**src/rtl/mdu_ctrl_if.sv**
```systemverilog
// ---------------------------------------------------------------------------
// mdu_ctrl_if
//   Handshake bundle between the mul/div sequencer and the multi-cycle
//   multiply and divide units.
//
//   Handshake: a start is a single-cycle pulse from the sequencer that the
//   unit must always take (there is no ready); the unit later answers with a
//   single-cycle done pulse whose result word is valid in that same cycle.
//   The sequencer never issues a new start while a previous one is pending,
//   and it discards any done that it is not currently waiting for.
//
//   Signals:
//     mul_start  sequencer -> multiplier  start pulse
//     mul_done   multiplier -> sequencer  result valid
//     mul_res    multiplier -> sequencer  result word (XLEN)
//     div_start  sequencer -> divider     start pulse
//     div_done   divider -> sequencer     result valid
//     div_res    divider -> sequencer     result word (XLEN)
//
//   Modports: master = sequencer side, slave = unit side.
// ---------------------------------------------------------------------------
interface mdu_ctrl_if #(
    parameter int XLEN = 32
);
    logic            mul_start;
    logic            mul_done;
    logic [XLEN-1:0] mul_res;
    logic            div_start;
    logic            div_done;
    logic [XLEN-1:0] div_res;

    modport master (
        output mul_start,
        output div_start,
        input  mul_done,
        input  mul_res,
        input  div_done,
        input  div_res
    );

    modport slave (
        input  mul_start,
        input  div_start,
        output mul_done,
        output mul_res,
        output div_done,
        output div_res
    );
endinterface

```
**src/rtl/mdu_ctrl.sv**
```systemverilog
// ---------------------------------------------------------------------------
// mdu_ctrl
//   Execute-stage sequencer for the multi-cycle multiply and divide units.
//   Accepts a MUL*/DIV*/REM* instruction from EX, starts the right unit and
//   stalls the front of the pipeline until the result comes back. The RISC-V
//   divide-by-zero and signed-overflow results are produced locally without
//   starting the divider. Results are presented as a registered word plus
//   destination register with a one-cycle valid pulse.
//
//   Ports:
//     clk, rst_n           clock, asynchronous active-low reset
//     pipe_flush           pipeline flush; abandons any operation in flight
//     ex_valid, ex_ok      EX holds a valid instruction / no pending trap
//     ex_is_mul_inst       EX instruction is MUL* (wins if both flags set)
//     ex_is_div_inst       EX instruction is DIV*/REM*
//     ex_div_sign          1 = signed divide
//     ex_div_res_sel       0 = quotient, 1 = remainder
//     ex_rs1, ex_rs2       dividend / divisor (XLEN)
//     ex_rd                destination register
//     unit                 start/done/result bundle to the units (master)
//     md_stall             hold PC/IF/ID/EX
//     md_busy              sequencer not idle
//     md_res_valid         one-cycle result-valid pulse
//     md_res, md_rd        result and its destination register
//     md_timeout           one-cycle pulse: unit never answered
// ---------------------------------------------------------------------------
module mdu_ctrl #(
    parameter int XLEN          = 32,
    parameter int RF_ADDR_WIDTH = 5,
    parameter int TIMEOUT       = 64
) (
    input  logic                     clk,
    input  logic                     rst_n,
    input  logic                     pipe_flush,
    input  logic                     ex_valid,
    input  logic                     ex_ok,
    input  logic                     ex_is_mul_inst,
    input  logic                     ex_is_div_inst,
    input  logic                     ex_div_sign,
    input  logic                     ex_div_res_sel,
    input  logic [XLEN-1:0]          ex_rs1,
    input  logic [XLEN-1:0]          ex_rs2,
    input  logic [RF_ADDR_WIDTH-1:0] ex_rd,
    mdu_ctrl_if.master               unit,
    output logic                     md_stall,
    output logic                     md_busy,
    output logic                     md_res_valid,
    output logic [XLEN-1:0]          md_res,
    output logic [RF_ADDR_WIDTH-1:0] md_rd,
    output logic                     md_timeout
);

    localparam int              CNT_W    = $clog2(TIMEOUT);
    localparam logic [CNT_W-1:0] CNT_LAST = CNT_W'(TIMEOUT - 1);
    localparam logic [XLEN-1:0]  INT_MIN  = {1'b1, {(XLEN-1){1'b0}}};

    typedef enum logic [1:0] {
        S_IDLE     = 2'd0,
        S_MUL_WAIT = 2'd1,
        S_DIV_WAIT = 2'd2,
        S_DONE     = 2'd3
    } state_e;

    state_e                   state_q, state_d;
    logic [CNT_W-1:0]         cnt_q, cnt_d;
    logic [XLEN-1:0]          res_q, res_d;
    logic [RF_ADDR_WIDTH-1:0] rd_q, rd_d;

    logic accept;
    logic take_mul;
    logic take_div;
    logic div_by_zero;
    logic div_ovf;
    logic div_fast;
    logic in_wait;
    logic unit_done;
    logic cnt_last;

    // Acceptance is only ever evaluated in IDLE, so a start can never be
    // issued while busy.
    assign accept   = (state_q == S_IDLE) & ex_valid & ex_ok & ~pipe_flush &
                      (ex_is_mul_inst | ex_is_div_inst);
    assign take_mul = accept & ex_is_mul_inst;
    assign take_div = accept & ~ex_is_mul_inst;

    // Cases with an architecturally defined result that skip the divider.
    assign div_by_zero = (ex_rs2 == '0);
    assign div_ovf     = ex_div_sign & (ex_rs1 == INT_MIN) & (ex_rs2 == '1);
    assign div_fast    = div_by_zero | div_ovf;

    assign in_wait   = (state_q == S_MUL_WAIT) | (state_q == S_DIV_WAIT);
    // Only the done of the unit being waited on counts.
    assign unit_done = ((state_q == S_MUL_WAIT) & unit.mul_done) |
                       ((state_q == S_DIV_WAIT) & unit.div_done);
    assign cnt_last  = (cnt_q == CNT_LAST);

    assign unit.mul_start = take_mul;
    assign unit.div_start = take_div & ~div_fast;

    // Stall drops in DONE so the instruction leaves EX carrying the result.
    assign md_stall     = accept | in_wait;
    assign md_busy      = (state_q != S_IDLE);
    assign md_res_valid = (state_q == S_DONE);
    assign md_res       = res_q;
    assign md_rd        = rd_q;
    // A flush or a same-cycle done takes priority over the abort.
    assign md_timeout   = in_wait & ~pipe_flush & ~unit_done & cnt_last;

    always_comb begin
        state_d = state_q;
        cnt_d   = cnt_q;
        res_d   = res_q;
        rd_d    = rd_q;
        case (state_q)
            S_IDLE: begin
                cnt_d = '0;
                if (take_mul) begin
                    rd_d    = ex_rd;
                    state_d = S_MUL_WAIT;
                end else if (take_div) begin
                    rd_d = ex_rd;
                    if (div_by_zero) begin
                        res_d   = ex_div_res_sel ? ex_rs1 : '1;
                        state_d = S_DONE;
                    end else if (div_ovf) begin
                        res_d   = ex_div_res_sel ? '0 : ex_rs1;
                        state_d = S_DONE;
                    end else begin
                        state_d = S_DIV_WAIT;
                    end
                end
            end
            S_MUL_WAIT, S_DIV_WAIT: begin
                if (pipe_flush) begin
                    cnt_d   = '0;
                    state_d = S_IDLE;
                end else if (unit_done) begin
                    res_d   = (state_q == S_MUL_WAIT) ? unit.mul_res : unit.div_res;
                    cnt_d   = '0;
                    state_d = S_DONE;
                end else if (cnt_last) begin
                    cnt_d   = '0;
                    state_d = S_IDLE;
                end else begin
                    cnt_d = cnt_q + CNT_W'(1);
                end
            end
            S_DONE: begin
                cnt_d   = '0;
                state_d = S_IDLE;
            end
            default: begin
                cnt_d   = '0;
                state_d = S_IDLE;
            end
        endcase
    end

    always_ff @(posedge clk or negedge rst_n) begin
        if (!rst_n) begin
            state_q <= S_IDLE;
            cnt_q   <= '0;
            res_q   <= '0;
            rd_q    <= '0;
        end else begin
            state_q <= state_d;
            cnt_q   <= cnt_d;
            res_q   <= res_d;
            rd_q    <= rd_d;
        end
    end

endmodule

```
**src/flat_wrapper.sv**
```systemverilog
// flat-port wrapper written by rule: the top's interface ports become plain ports
module mdu_ctrl_flat 
#(
    parameter int XLEN          = 32,
    parameter int RF_ADDR_WIDTH = 5,
    parameter int TIMEOUT       = 64
)
  (clk, rst_n, pipe_flush, ex_valid, ex_ok, ex_is_mul_inst, ex_is_div_inst, ex_div_sign, ex_div_res_sel, ex_rs1, ex_rs2, ex_rd, md_stall, md_busy, md_res_valid, md_res, md_rd, md_timeout, unit_mul_start, unit_div_start, unit_mul_done, unit_mul_res, unit_div_done, unit_div_res);
  mdu_ctrl_if #(.XLEN(XLEN)) unit_i ();
  input  logic clk;
  input  logic rst_n;
  input  logic pipe_flush;
  input  logic ex_valid;
  input  logic ex_ok;
  input  logic ex_is_mul_inst;
  input  logic ex_is_div_inst;
  input  logic ex_div_sign;
  input  logic ex_div_res_sel;
  input  logic [XLEN-1:0] ex_rs1;
  input  logic [XLEN-1:0] ex_rs2;
  input  logic [RF_ADDR_WIDTH-1:0] ex_rd;
  output logic md_stall;
  output logic md_busy;
  output logic md_res_valid;
  output logic [XLEN-1:0] md_res;
  output logic [RF_ADDR_WIDTH-1:0] md_rd;
  output logic md_timeout;
  output wire logic [$bits(unit_i.mul_start)-1:0] unit_mul_start;
  output wire logic [$bits(unit_i.div_start)-1:0] unit_div_start;
  input wire logic [$bits(unit_i.mul_done)-1:0] unit_mul_done;
  input wire logic [$bits(unit_i.mul_res)-1:0] unit_mul_res;
  input wire logic [$bits(unit_i.div_done)-1:0] unit_div_done;
  input wire logic [$bits(unit_i.div_res)-1:0] unit_div_res;
  assign unit_mul_start = unit_i.mul_start;
  assign unit_div_start = unit_i.div_start;
  assign unit_i.mul_done = unit_mul_done;
  assign unit_i.mul_res = unit_mul_res;
  assign unit_i.div_done = unit_div_done;
  assign unit_i.div_res = unit_div_res;
  mdu_ctrl #(.XLEN(XLEN), .RF_ADDR_WIDTH(RF_ADDR_WIDTH), .TIMEOUT(TIMEOUT)) u_core (.clk(clk), .rst_n(rst_n), .pipe_flush(pipe_flush), .ex_valid(ex_valid), .ex_ok(ex_ok), .ex_is_mul_inst(ex_is_mul_inst), .ex_is_div_inst(ex_is_div_inst), .ex_div_sign(ex_div_sign), .ex_div_res_sel(ex_div_res_sel), .ex_rs1(ex_rs1), .ex_rs2(ex_rs2), .ex_rd(ex_rd), .unit(unit_i), .md_stall(md_stall), .md_busy(md_busy), .md_res_valid(md_res_valid), .md_res(md_res), .md_rd(md_rd), .md_timeout(md_timeout));
endmodule
```
**config.mk**
```make
export PLATFORM = sky130hd
export DESIGN_NAME = mdu_ctrl_flat
export DESIGN_NICKNAME = d
export VERILOG_FILES = /design/src/rtl/mdu_ctrl_if.sv /design/src/rtl/mdu_ctrl.sv /design/src/flat_wrapper.sv
export SDC_FILE = /design/constraint.sdc
export NUM_CORES = 1
export LEC_CHECK = 0
export ABC_AREA = 1
export CAP_MARGIN = 30
export CORE_ASPECT_RATIO = 1.4
export CORE_UTILIZATION = 30
export CTS_CLUSTER_DIAMETER = 50
export CTS_CLUSTER_SIZE = 12
export DETAILED_ROUTE_END_ITERATION = 8
export SYNTH_ARGS = -nofsm -noshare
export SYNTH_HDL_FRONTEND = slang
export SYNTH_SLANG_ARGS = --single-unit
export TNS_END_PERCENT = 30
```
**constraint.sdc**
```tcl
create_clock -name clk -period 6 [get_ports clk]
set_clock_uncertainty 0.1 [all_clocks]
set_input_delay 1.2 -clock clk [delete_from_list [all_inputs] [get_ports clk]]
set_output_delay 1.2 -clock clk [all_outputs]
set_load 0.005 [all_outputs]
```
Yosys cells after proc, flatten, opt, wreduce, memory -nomap -nowiden
Cells that the tools add are included.
{"block": "word_totals", "regBits": 45, "inputBits": 144, "output_inout_bits": 43, "elab_cells": 75}
{"block": "classes", "add_sub_neg": 1, "eq_ne": 13, "muxes": 24, "bitwise_logic": 23, "n_reduce_logical": 10}
{"op": "two-way mux 32 bit", "n": 9}
{"op": "equality test 32 bit, second input constant", "n": 2}
{"op": "one-hot mux 32 bit (2 select lines)", "n": 1}
{"op": "logical NOT 32 bit", "n": 1}
{"op": "two-way mux 6 bit", "n": 3}
{"op": "bitwise AND 1 bit", "n": 14}
{"op": "two-way mux 2 bit", "n": 6}
{"op": "one-hot mux 6 bit (2 select lines)", "n": 1}
{"op": "two-way mux 5 bit", "n": 2}
{"op": "adder 6 x 1 -> 6 bit, second input constant", "n": 1}
{"op": "equality test 6 bit, second input constant", "n": 1}
{"op": "one-hot mux 2 bit (3 select lines)", "n": 1}
{"op": "AND reduction 6 bit", "n": 1}
{"op": "nonzero test 2 bit", "n": 3}
{"op": "bitwise OR 1 bit", "n": 5}
{"op": "equality test 2 bit, second input constant", "n": 2}
{"op": "inequality test 2 x 1 -> 1 bit, second input constant", "n": 2}
{"op": "inequality test 2 bit, second input constant", "n": 2}
{"op": "inequality test 4 x 2 -> 1 bit, second input constant", "n": 1}
{"op": "inverter 1 bit", "n": 4}
{"op": "AND reduction 2 bit", "n": 2}
{"op": "OR reduction 2 bit", "n": 2}
{"op": "inequality test 3 x 1 -> 1 bit, second input constant", "n": 1}
{"op": "inequality test 3 x 2 -> 1 bit, second input constant", "n": 1}
{"op": "3 further kinds", "n": 3}

Depth between registers and ports, before layout
Gate-level depths: netlist of the first run.
{"block": "depth", "depth_word": 9, "ltp_mapped": 12, "mapped_depth_nobuf": 11}

Worst setup path before layout of the first run
Ideal clock, no wire load.
{"block": "synth_path", "path_type": "input -> output", "start": "in ex_rs1[11]", "end": "out unit_div_start", "arrival_ps": 1751, "required_ps": 4700, "path_slack_ps": 2949, "path_stages": 8, "path_buffers": 0, "cell_sequence": "nor2_1 -> nand2_1 -> nor2_1 -> nand2_1 -> nor2_1 -> nand3_1 -> nand2_1 -> nor3_1"}
{"block": "synth_between", "elab_chain_len": 6}
{"element": "start, declared", "line_no": "flat_wrapper.sv:19", "rtl": "input logic [XLEN-1:0] ex_rs1;"}
{"element": "equality test 32 bit", "line_no": "mdu_ctrl.sv:88", "rtl": "assign div_ovf = ex_div_sign & (ex_rs1 == INT_MIN) & (ex_rs2 == '1);"}
{"element": "bitwise AND 1 bit (2 in a row)", "line_no": "mdu_ctrl.sv:88"}
{"element": "bitwise OR 1 bit", "line_no": "mdu_ctrl.sv:89", "rtl": "assign div_fast = div_by_zero | div_ovf;"}
{"element": "inverter 1 bit", "line_no": "mdu_ctrl.sv:98", "rtl": "assign unit.div_start = take_div & ~div_fast;"}
{"element": "bitwise AND 1 bit", "line_no": "mdu_ctrl.sv:98"}
{"element": "end, declared", "line_no": "flat_wrapper.sv:29", "rtl": "output wire logic [$bits(unit_i.div_start)-1:0] unit_div_start;"}
Every way passes these cells.

Worst setup path after layout of the first run
{"block": "layout_path", "start": "in ex_rs1[26]", "end": "out unit_div_start"}
The elaborated chain is that of the path after synthesis.

==> flow_summary.json, run 1 <==
{
  "min_from": "u_core.cnt_q[0]",
  "synth_top_cell_area_share_pct": 30.6,
  "wl_per_cell_um": 14.7,
  "wirelength_mm": 13.7,
  "setup_slack_ns": 1.74,
  "use_met2_pct": 41.1,
  "cp_max_fo": 3,
  "crit_start": "ex_rs1[26]",
  "yosysTopAreaCell": "dfrtp_1",
  "power.density_nw_per_um2": 383,
  "cts_made_buffers": 5,
  "die_h_um": 133,
  "synth_flop_cell": "dfrtp_1",
  "synth_edf_count": 0,
  "drc": 0,
  "setup_viol": 0,
  "hp-class": "reg2reg",
  "drt-vias-per-instance": 4.96,
  "crit_arrival_ns": 2.96,
  "antenna_found_initial": 0,
  "cts_resized": 0,
  "path_cells": "clkdlybuf4s50_1 -> nor2_1 -> nand2_1 -> nor2_1 -> nand2_1 -> nor2_1 -> nand3_1 -> nand2_1 -> nor3_1 -> clkdlybuf4s50_1",
  "clk_latency_ns": 0.29,
  "fin_crit_sh_pct": 71.1,
  "fin_crit_ns": 4.26,
  "required_ns": 4.70,
  "drt-pass1-iter-count": 5,
  "worstSetupPathType": "in2out",
  "max_cap_violations": 0,
  "cp_slowest_cell": "clkdlybuf4s50_1",
  "worstReg2RegStart": "u_core.state_q[0]",
  "slew_headroom_pct": 33.2,
  "grt_max_degree": 60,
  "postCtsSetupBuffers": 0,
  "synthCells": 620,
  "pin_count": 187,
  "area_growth_pct": 58.2,
  "drt_iter0_markers": 175,
  "grt_usage_pct": 21.9,
  "status": "finished, final reports clean",
  "rows": 47,
  "drv_slew": 0,
  "max_slew.worst_pin.slew_ns": 0.999,
  "clk_pin_slew_worst_paths_ns": 0.07,
  "cpPeakStageDelay_ns": 0.53,
  "start_kind": "primary input",
  "avgSynthCellArea_um2": 5.93,
  "cts_max_level": 2,
  "end_kind": "output pin",
  "ys_seq_area_share_pct": 30.6,
  "synth_area_leaders": "dfrtp_1 (31%), nand2_1 (21%), nor2_1 (17%)",
  "gr-total-overflow": 0,
  "synth_nets": 770,
  "antenna_cells": 0,
  "cts_tree": "yes",
  "postRouteAntennaNets": 0,
  "dp_hpwl_mm": 10.1,
  "hold_buffers": 0,
  "grt_first_pass_wirelength_mm": 21.5,
  "ys_warn_count": 0,
  "peakVddDrop_uv": 237,
  "clock.fmax_mhz": 235,
  "rsz0062_at_grt": "no",
  "p_leak_uw": 0.00263,
  "drive_gt1_share_pct": 3.95,
  "die_w_um": 95.6,
  "io_buffers": 186,
  "clock_path_buffers": 2,
  "synthDistinctLibCells": 29,
  "synthArstFlopShare_pct": 100,
  "top_usage_layer": "met2",
  "syn_area_um2": 3680,
  "gp_congestion": 0.793,
  "root_buffer": "clkbuf_16",
  "grtUsageMet3_pct": 3.56,
  "cts.sinks": 45,
  "hold_viol_final": 0,
  "initial_core_util_pct": 30.9,
  "yosys_register_bits": 45,
  "grt_pass1_vias": 4391,
  "tns_ns": 0,
  "die_area_um2": 12700,
  "use_met1_pct": 24.5,
  "dr_total_vias": 4617,
  "coreArea_um2": 11900,
  "fin_nets": 933,
  "post-place-ws_ns": 1.71
}
[per-layer routing]
layer	up-vias	routed length [µm]
met2	152	7170
met1	2128	5370
met5	-	0
li1	2322	-
met4	0	256
met3	15	909
[area by class of cell]
cell class	count	area, µm²
clock buffers	5	125
clock inverters	3	46.3
fillers	1221	6060
flip-flops and latches	45	1130
multi-input cells	520	2300
repair buffers	193	1960
inverters	18	67.6
well taps	147	184
[metrics by stage]
step | area, µm² | std cells | util [%] | power [µW] | hold WS [ns]
2_1_floorplan | 3680 | 620 | - | 1310 | 0.333
3_3_place_gp | 5570 | 920 | 46.9 | 1850 | 0.356
5_1_grt | 5810 | 931 | 48.9 | 2420 | 0.394
3_5_place_dp | 5620 | 922 | 47.3 | 1890 | 0.366
4_1_cts | 5790 | 930 | 48.7 | 2230 | 0.381
6_report | 5810 | 931 | 48.9 | 2230 | 0.379
[synthesized netlist by cell type, types with 2 or more instances]
library cell  instances
buf_2                 8
nor2_1              170
a21oi_1               6
dfrtp_1              45
nand2_1             207
mux2_2                5
buf_6                 3
o21ai_0              66
clkbuf_1             22
ha_1                  6
nor3_1                4
nand4_1              36
nand3_1               7
nor3b_1               2
inv_2                 2
inv_1                16
buf_4                 3
[path summary, 6_finish.rpt]
kind                                    endpoint  slack [ns]  cells past startpoint
worst min-delay path             u_core.cnt_q[0]        0.38                      1
worst min register to register   u_core.cnt_q[0]        0.38                      1
min in group asynchronous       u_core.md_res[5]        0.74                      1
max in group asynchronous        u_core.cnt_q[5]        4.53                      2
worst max-delay path              unit_div_start        1.74                     10
worst max register to register  u_core.md_res[5]        3.28                     10
[state kept, by name, indices dropped and copies added (netlist names)]
name / cells
u_core.md_res: 32
u_core.state_q: 2
u_core.md_rd: 5
u_core.cnt_q: 6
[critical path, delay by kind of cell]
| kind | cells | cell delay, ns |
|---|---|---|
| buf+inv | 2 | 1.05 |
| simple gates | 8 | 0.72 |
[placed cells by master (no fill, tap or decap), drive strengths merged]
cell type      instances
nand4                 36
dfrtp                 45
clkdlybuf4s50        185
clkinvlp               1
nand3b                 1
or2                    1
clkbuf                 5
and3                   1
nand2                208
nand3                  8
ha                     6
nor3b                  2
nor3                   4
mux2                   5
xnor2                  1
clkinv                 1
o21ai                 69
nor2                 171
bufinv                 1
buf                    8
a21oi                  7
inv                   18
[cells by family (layout without fill, tap and decap cells)]
logic type | after synthesis | in the layout | share of synthesized area [%]
AO/OA/AOI/OAI | 76 | 76 | 10.9
adder cells (fa/ha/maj) | 6 | 6 | 2.04
flip-flops | 45 | 45 | 30.6
AND/OR/NAND/NOR | 432 | 432 | 47.9
XOR/XNOR | 1 | 1 | 0.238
buffers and inverters | 55 | 219 | 6.81
multiplexers | 5 | 5 | 1.53
[where the power goes]
part / internal (µW) / switching [µW] / total [µW]
combinational: 616 / 794 / 1410
sequential: 424 / 65.8 / 490
clock: 198 / 132 / 330
Note: power is estimated with default switching activity, not from simulation.
==> run 2, diff against run 1 <==
==> constraint.sdc (replaced) <==
create_clock -name clk -period 4.5 [get_ports clk]
set_clock_uncertainty 0.1 [all_clocks]
set_input_delay 0.9 -clock clk [delete_from_list [all_inputs] [get_ports clk]]
set_output_delay 0.9 -clock clk [all_outputs]
set_load 0.005 [all_outputs]
==> flow_summary.json, run 2 (synthesized netlist as in run 1, its figures left out) <==
{
  "status": "finished, final reports clean",
  "hp-class": "in2async",
  "crit_buf_inv": 3,
  "die_area_um2": 12700,
  "final_area_um2": 5800,
  "grt_usage_pct": 22.0,
  "grt_pass1_vias": 4386,
  "setup_viol": 0,
  "post-place-ws_ns": 0.812,
  "postCtsSetupBuffers": 0,
  "clock_path_buffers": 2,
  "cts_resized": 0,
  "worstSetupPathType": "in2out",
  "cpPeakStageDelay_ns": 0.53,
  "rsz0062_at_grt": "no",
  "end_kind": "output pin",
  "timing.rr.end": "u_core.md_res[10]",
  "required_ns": 3.50,
  "crit_family": "buffers and inverters",
  "io_buffers": 186,
  "drt-vias-per-instance": 4.85,
  "wl_met2_mm": 7.04,
  "die_h_um": 133,
  "slew_headroom_pct": 33.6,
  "wl_met3_um": 817,
  "gr-total-overflow": 0,
  "setup_slack_ns": 0.848,
  "peakVddDrop_uv": 306,
  "area_growth_pct": 57.8,
  "initial_core_util_pct": 30.9,
  "pin_count": 187,
  "start_kind": "primary input",
  "fin_crit_ns": 3.65,
  "final_common_cell": "nand2_1",
  "clock.fmax_mhz": 274,
  "wirelength_mm": 13.7,
  "fin_nets": 934,
  "postRouteAntennaNets": 0,
  "cp_max_fo": 2,
  "worstReg2RegStart": "u_core.state_q[0]",
  "die_w_um": 95.6,
  "grt_max_degree": 60,
  "largest_reg_flops": 32,
  "place_area_um2": 5630,
  "grt_first_pass_wirelength_mm": 21.6,
  "dp_hpwl_mm": 10.3,
  "gp_congestion": 0.798,
  "drc": 0,
  "fin_crit_sh_pct": 81.2,
  "r2r_slack_ns": 1.76,
  "max_slew.worst_pin.slew_ns": 0.994,
  "drt-pass1-iter-count": 4,
  "p_total_uw": 2970,
  "cts.sinks": 45,
  "p_leak_uw": 0.00263,
  "coreArea_um2": 11900,
  "max_cap_violations": 0,
  "tns_ns": 0,
  "drt_iter0_markers": 180,
  "cts_made_buffers": 5,
  "rows": 47,
  "root_buffer": "clkbuf_16",
  "path_cells": "clkdlybuf4s50_1 -> inv_1 -> nand3_1 -> nor2_1 -> nand2_1 -> nor2_1 -> nand3_1 -> nand2_1 -> nor3_1 -> clkdlybuf4s50_1",
  "drive_gt1_share_pct": 4.08,
  "clk_latency_ns": 0.29,
  "cts_tree": "yes",
  "fill_cells": 1220,
  "drv_slew": 0,
  "hold_buffers": 0,
  "dr_total_vias": 4521,
  "wl_met1_mm": 5.54,
  "layout_common_cells": "nand2_1 (207), clkdlybuf4s50_1 (185), nor2_1 (170)",
  "timing.hold.ws_ns": 0.366,
  "cts_max_level": 2,
  "wl_per_cell_um": 14.7,
  "worst_r2r_path_depth": 7,
  "top_layer": "met4",
  "antenna_cells": 0,
  "antenna_found_initial": 0,
  "clk_pin_slew_worst_paths_ns": 0.07,
  "power.density_nw_per_um2": 512,
  "cp_slowest_cell": "clkdlybuf4s50_1",
  "hold_viol_final": 0,
  "crit_arrival_ns": 2.65
}
[run 2: changes by cell type in the layout (fill, tap and decap cells not counted), sizes merged]
cell  before  now
buf        8    9
[run 2: layer usage]
layer	global-route usage, %	vias to the layer above
met2	39.6	150
met3	3.97	14
met5	0	-
met4	6.63	0
li1	-	2322
met1	25.8	2035
[run 2: worst max path at each step]
stage | from | end | cells past startpoint
floorplan | ex_rs1[11] | unit_div_start | 8
global placement | ex_rs1[26] | unit_div_start | 10
detailed placement | ex_rs1[28] | unit_div_start | 10
CTS | ex_rs1[28] | unit_div_start | 10
global route | ex_rs1[30] | unit_div_start | 10
finish | ex_rs1[30] | unit_div_start | 10
[run 2: power by group]
| part | internal (µW) | switching (µW) | leakage, µW |
|---|---|---|---|
| sequential | 566 | 87.8 | 0.000577 |
| clock | 263 | 171 | 0.0000800 |
| combinational | 808 | 1070 | 0.00197 |
[run 2: stage by stage]
| stage | instances | util, % |
|---|---|---|
| after floorplan | 620 | - |
| after global placement | 922 | 47.0 |
| after detailed placement | 924 | 47.4 |
| after CTS | 932 | 48.8 |
| after global routing | 932 | 48.8 |
| final | 932 | 48.8 |
[run 2: final cells by class]
cell class | instances | area, µm² | share of cell area, %
clock inverters | 3 | 46.3 | 0.798
flip-flops and latches | 45 | 1130 | 19.4
repair buffers | 194 | 1950 | 33.6
multi-input cells | 520 | 2300 | 39.7
well taps | 147 | 184 | 3.17
inverters | 18 | 67.6 | 1.16
clock buffers | 5 | 125 | 2.16
==> run 3, diff against run 2 <==
--- a/config.mk
+++ b/config.mk
@@ -12,6 +12,7 @@
 export CTS_CLUSTER_DIAMETER = 50
 export CTS_CLUSTER_SIZE = 12
 export DETAILED_ROUTE_END_ITERATION = 8
+export PLACE_DENSITY = 0.66
 export SYNTH_ARGS = -nofsm -noshare
 export SYNTH_HDL_FRONTEND = slang
 export SYNTH_SLANG_ARGS = --single-unit
==> constraint.sdc (replaced) <==
create_clock -name clk -period 3 [get_ports clk]
set_clock_uncertainty 0.1 [all_clocks]
set_input_delay 0.6 -clock clk [delete_from_list [all_inputs] [get_ports clk]]
set_output_delay 0.6 -clock clk [all_outputs]
set_load 0.005 [all_outputs]
==> flow_summary.json, run 3 (synthesized netlist as in run 1, its figures left out) <==
{
  "gp_congestion": 0.821,
  "dp_cells": 944,
  "grt_max_degree": 47,
  "pin_count": 187,
  "worst_r2r_path_depth": 10,
  "tns_ns": 0,
  "stdcell_count": 955,
  "worstSetupPathType": "reg2out",
  "wirelength_mm": 13.8,
  "multi_input_area_um2": 2350,
  "end_kind": "output pin",
  "dp_hpwl_mm": 10.4,
  "cts.sinks": 45,
  "dr_total_vias": 4652,
  "max_cap_violations": 0,
  "crit_buf_inv": 4,
  "drt_iter0_markers": 214,
  "initial_core_util_pct": 30.9,
  "cpPeakStageDelay_ns": 0.51,
  "cts_tree": "yes",
  "rows": 47,
  "grt_pass1_vias": 4488,
  "antenna_found_initial": 0,
  "antenna_cells": 0,
  "p_leak_uw": 0.00273,
  "clk_pin_slew_worst_paths_ns": 0.07,
  "area_growth_pct": 62.9,
  "drv_slew": 0,
  "start_kind": "flip-flop",
  "hp-class": "in2async",
  "fin_crit_ns": 2.80,
  "required_ns": 2.30,
  "critPathMostFrequentCell": "inv_1",
  "hold_buffers": 0,
  "clock_path_buffers": 2,
  "cp_max_fo": 4,
  "drt-pass1-iter-count": 4,
  "die_area_um2": 12700,
  "setup_viol": 0,
  "gr-total-overflow": 0,
  "io_buffers": 186,
  "layout_common_cells": "nand2_1 (207), clkdlybuf4s50_1 (184), nor2_1 (170)",
  "power.density_nw_per_um2": 755,
  "die_w_um": 95.6,
  "crit_arrival_ns": 2.10,
  "wl_per_cell_um": 14.5,
  "path_depth": 7,
  "grt_usage_pct": 21.4,
  "drc": 0,
  "drt-vias-per-instance": 4.87,
  "slew_headroom_pct": 29.1,
  "register_area_um2": 1130,
  "final_common_cell": "nand2_1",
  "clk_latency_ns": 0.28,
  "postRouteAntennaNets": 0,
  "largest_reg_flops": 32,
  "root_buffer": "clkbuf_16",
  "max_slew.worst_pin.slew_ns": 1.06,
  "cts_max_level": 2,
  "drive_gt1_share_pct": 7.05,
  "path_cells": "inv_1 -> ha_4 -> inv_2 -> nor3_2 -> inv_1 -> nor2_1 -> clkdlybuf4s50_1",
  "fill_cells": 1246,
  "fin_crit_sh_pct": 93.4,
  "die_h_um": 133,
  "cp_slowest_cell": "clkdlybuf4s50_1",
  "coreArea_um2": 11900,
  "crit_family": "buffers and inverters",
  "cts_made_buffers": 5,
  "fin_nets": 957,
  "grt_first_pass_wirelength_mm": 21.1,
  "peakVddDrop_uv": 311,
  "hold_viol_final": 0,
  "clock.fmax_mhz": 357,
  "rsz0062_at_grt": "no",
  "status": "finished, final reports clean",
  "post-route-util_pct": 50.4
}
run 3: cell types whose count changed in the layout (fill, tap and decap cells not counted):
cell,delta
nand3_4,+1
nor3_1,-1
o21ai_2,-1
ha_4,+1
buf_16,-1
dlygate4sd2_1,+1
clkdlybuf4s50_1,-1
o21ai_4,+1
buf_4,+23
nor3_2,+1
ha_1,-1
run 3: repair_timing:
action / in CTS / in global routing
buffers inserted: 0 / 2
pin swaps: 0 / 1
gates cloned: 0 / 1
setup endpoints to repair: 1 / 35
gates resized for setup: 1 / 4
run 3: power breakdown:
| group | leakage [µW] | internal, µW | switching [µW] |
|---|---|---|---|
| logic | 0.00208 | 1260 | 1630 |
| registers | 0.000577 | 849 | 137 |
| clock network | 0.0000800 | 394 | 244 |
| total | 0.00273 | 2510 | 2010 |
run 3: layer usage:
layer  global-route usage (%)  wire, µm
met2                     39.5      7190
met1                     24.7      5540
met5                        0         0
met3                     2.76       762
met4                     7.13       329
run 3: path summary, 6_finish.rpt:
path                       slack (ns)         startpoint                end
setup / recovery                 0.20  u_core.state_q[0]         md_timeout
hold / removal                   0.20              rst_n    u_core.md_rd[4]
setup reg to reg                 0.30  u_core.state_q[0]  u_core.md_res[24]
hold reg to reg                  0.36    u_core.cnt_q[0]    u_core.cnt_q[0]
max in group asynchronous        1.87              rst_n  u_core.md_res[25]
min in group clk                 0.36    u_core.cnt_q[0]    u_core.cnt_q[0]
run 3: cell type report:
class                      instances  area share [%]
multi-input combinational        521            39.2
timing repair buffer             216            35.0
sequential                        45            18.8
tap                              147            3.07
clock buffer                       5            2.09
inverter                          18            1.13
clock inverter                     3           0.773
run 3: through the flow:
step | instance area, µm² | hold WS, ns | worst slack [ns] | power (µW)
floorplan | 3680 | 0.204 | 0.966 | 2620
global placement | 5770 | 0.345 | -0.0761 | 3760
detailed placement | 5770 | 0.355 | -0.0627 | 3810
CTS | 5940 | 0.217 | 0.0430 | 4460
global route | 5990 | 0.250 | 0.0380 | 4910
finish | 5990 | 0.201 | 0.199 | 4520
run 3: worst reg2reg max path: stages (launching register included):
cell,delay (ns)
dfrtp_1,0.42
inv_1,0.13
ha_4,0.31
inv_2,0.05
buf_4,0.25
nor2_1,0.13
nand2_1,0.12
o21ai_4,0.40
nand3_4,0.45
nand2_1,0.16
nand2_1,0.06
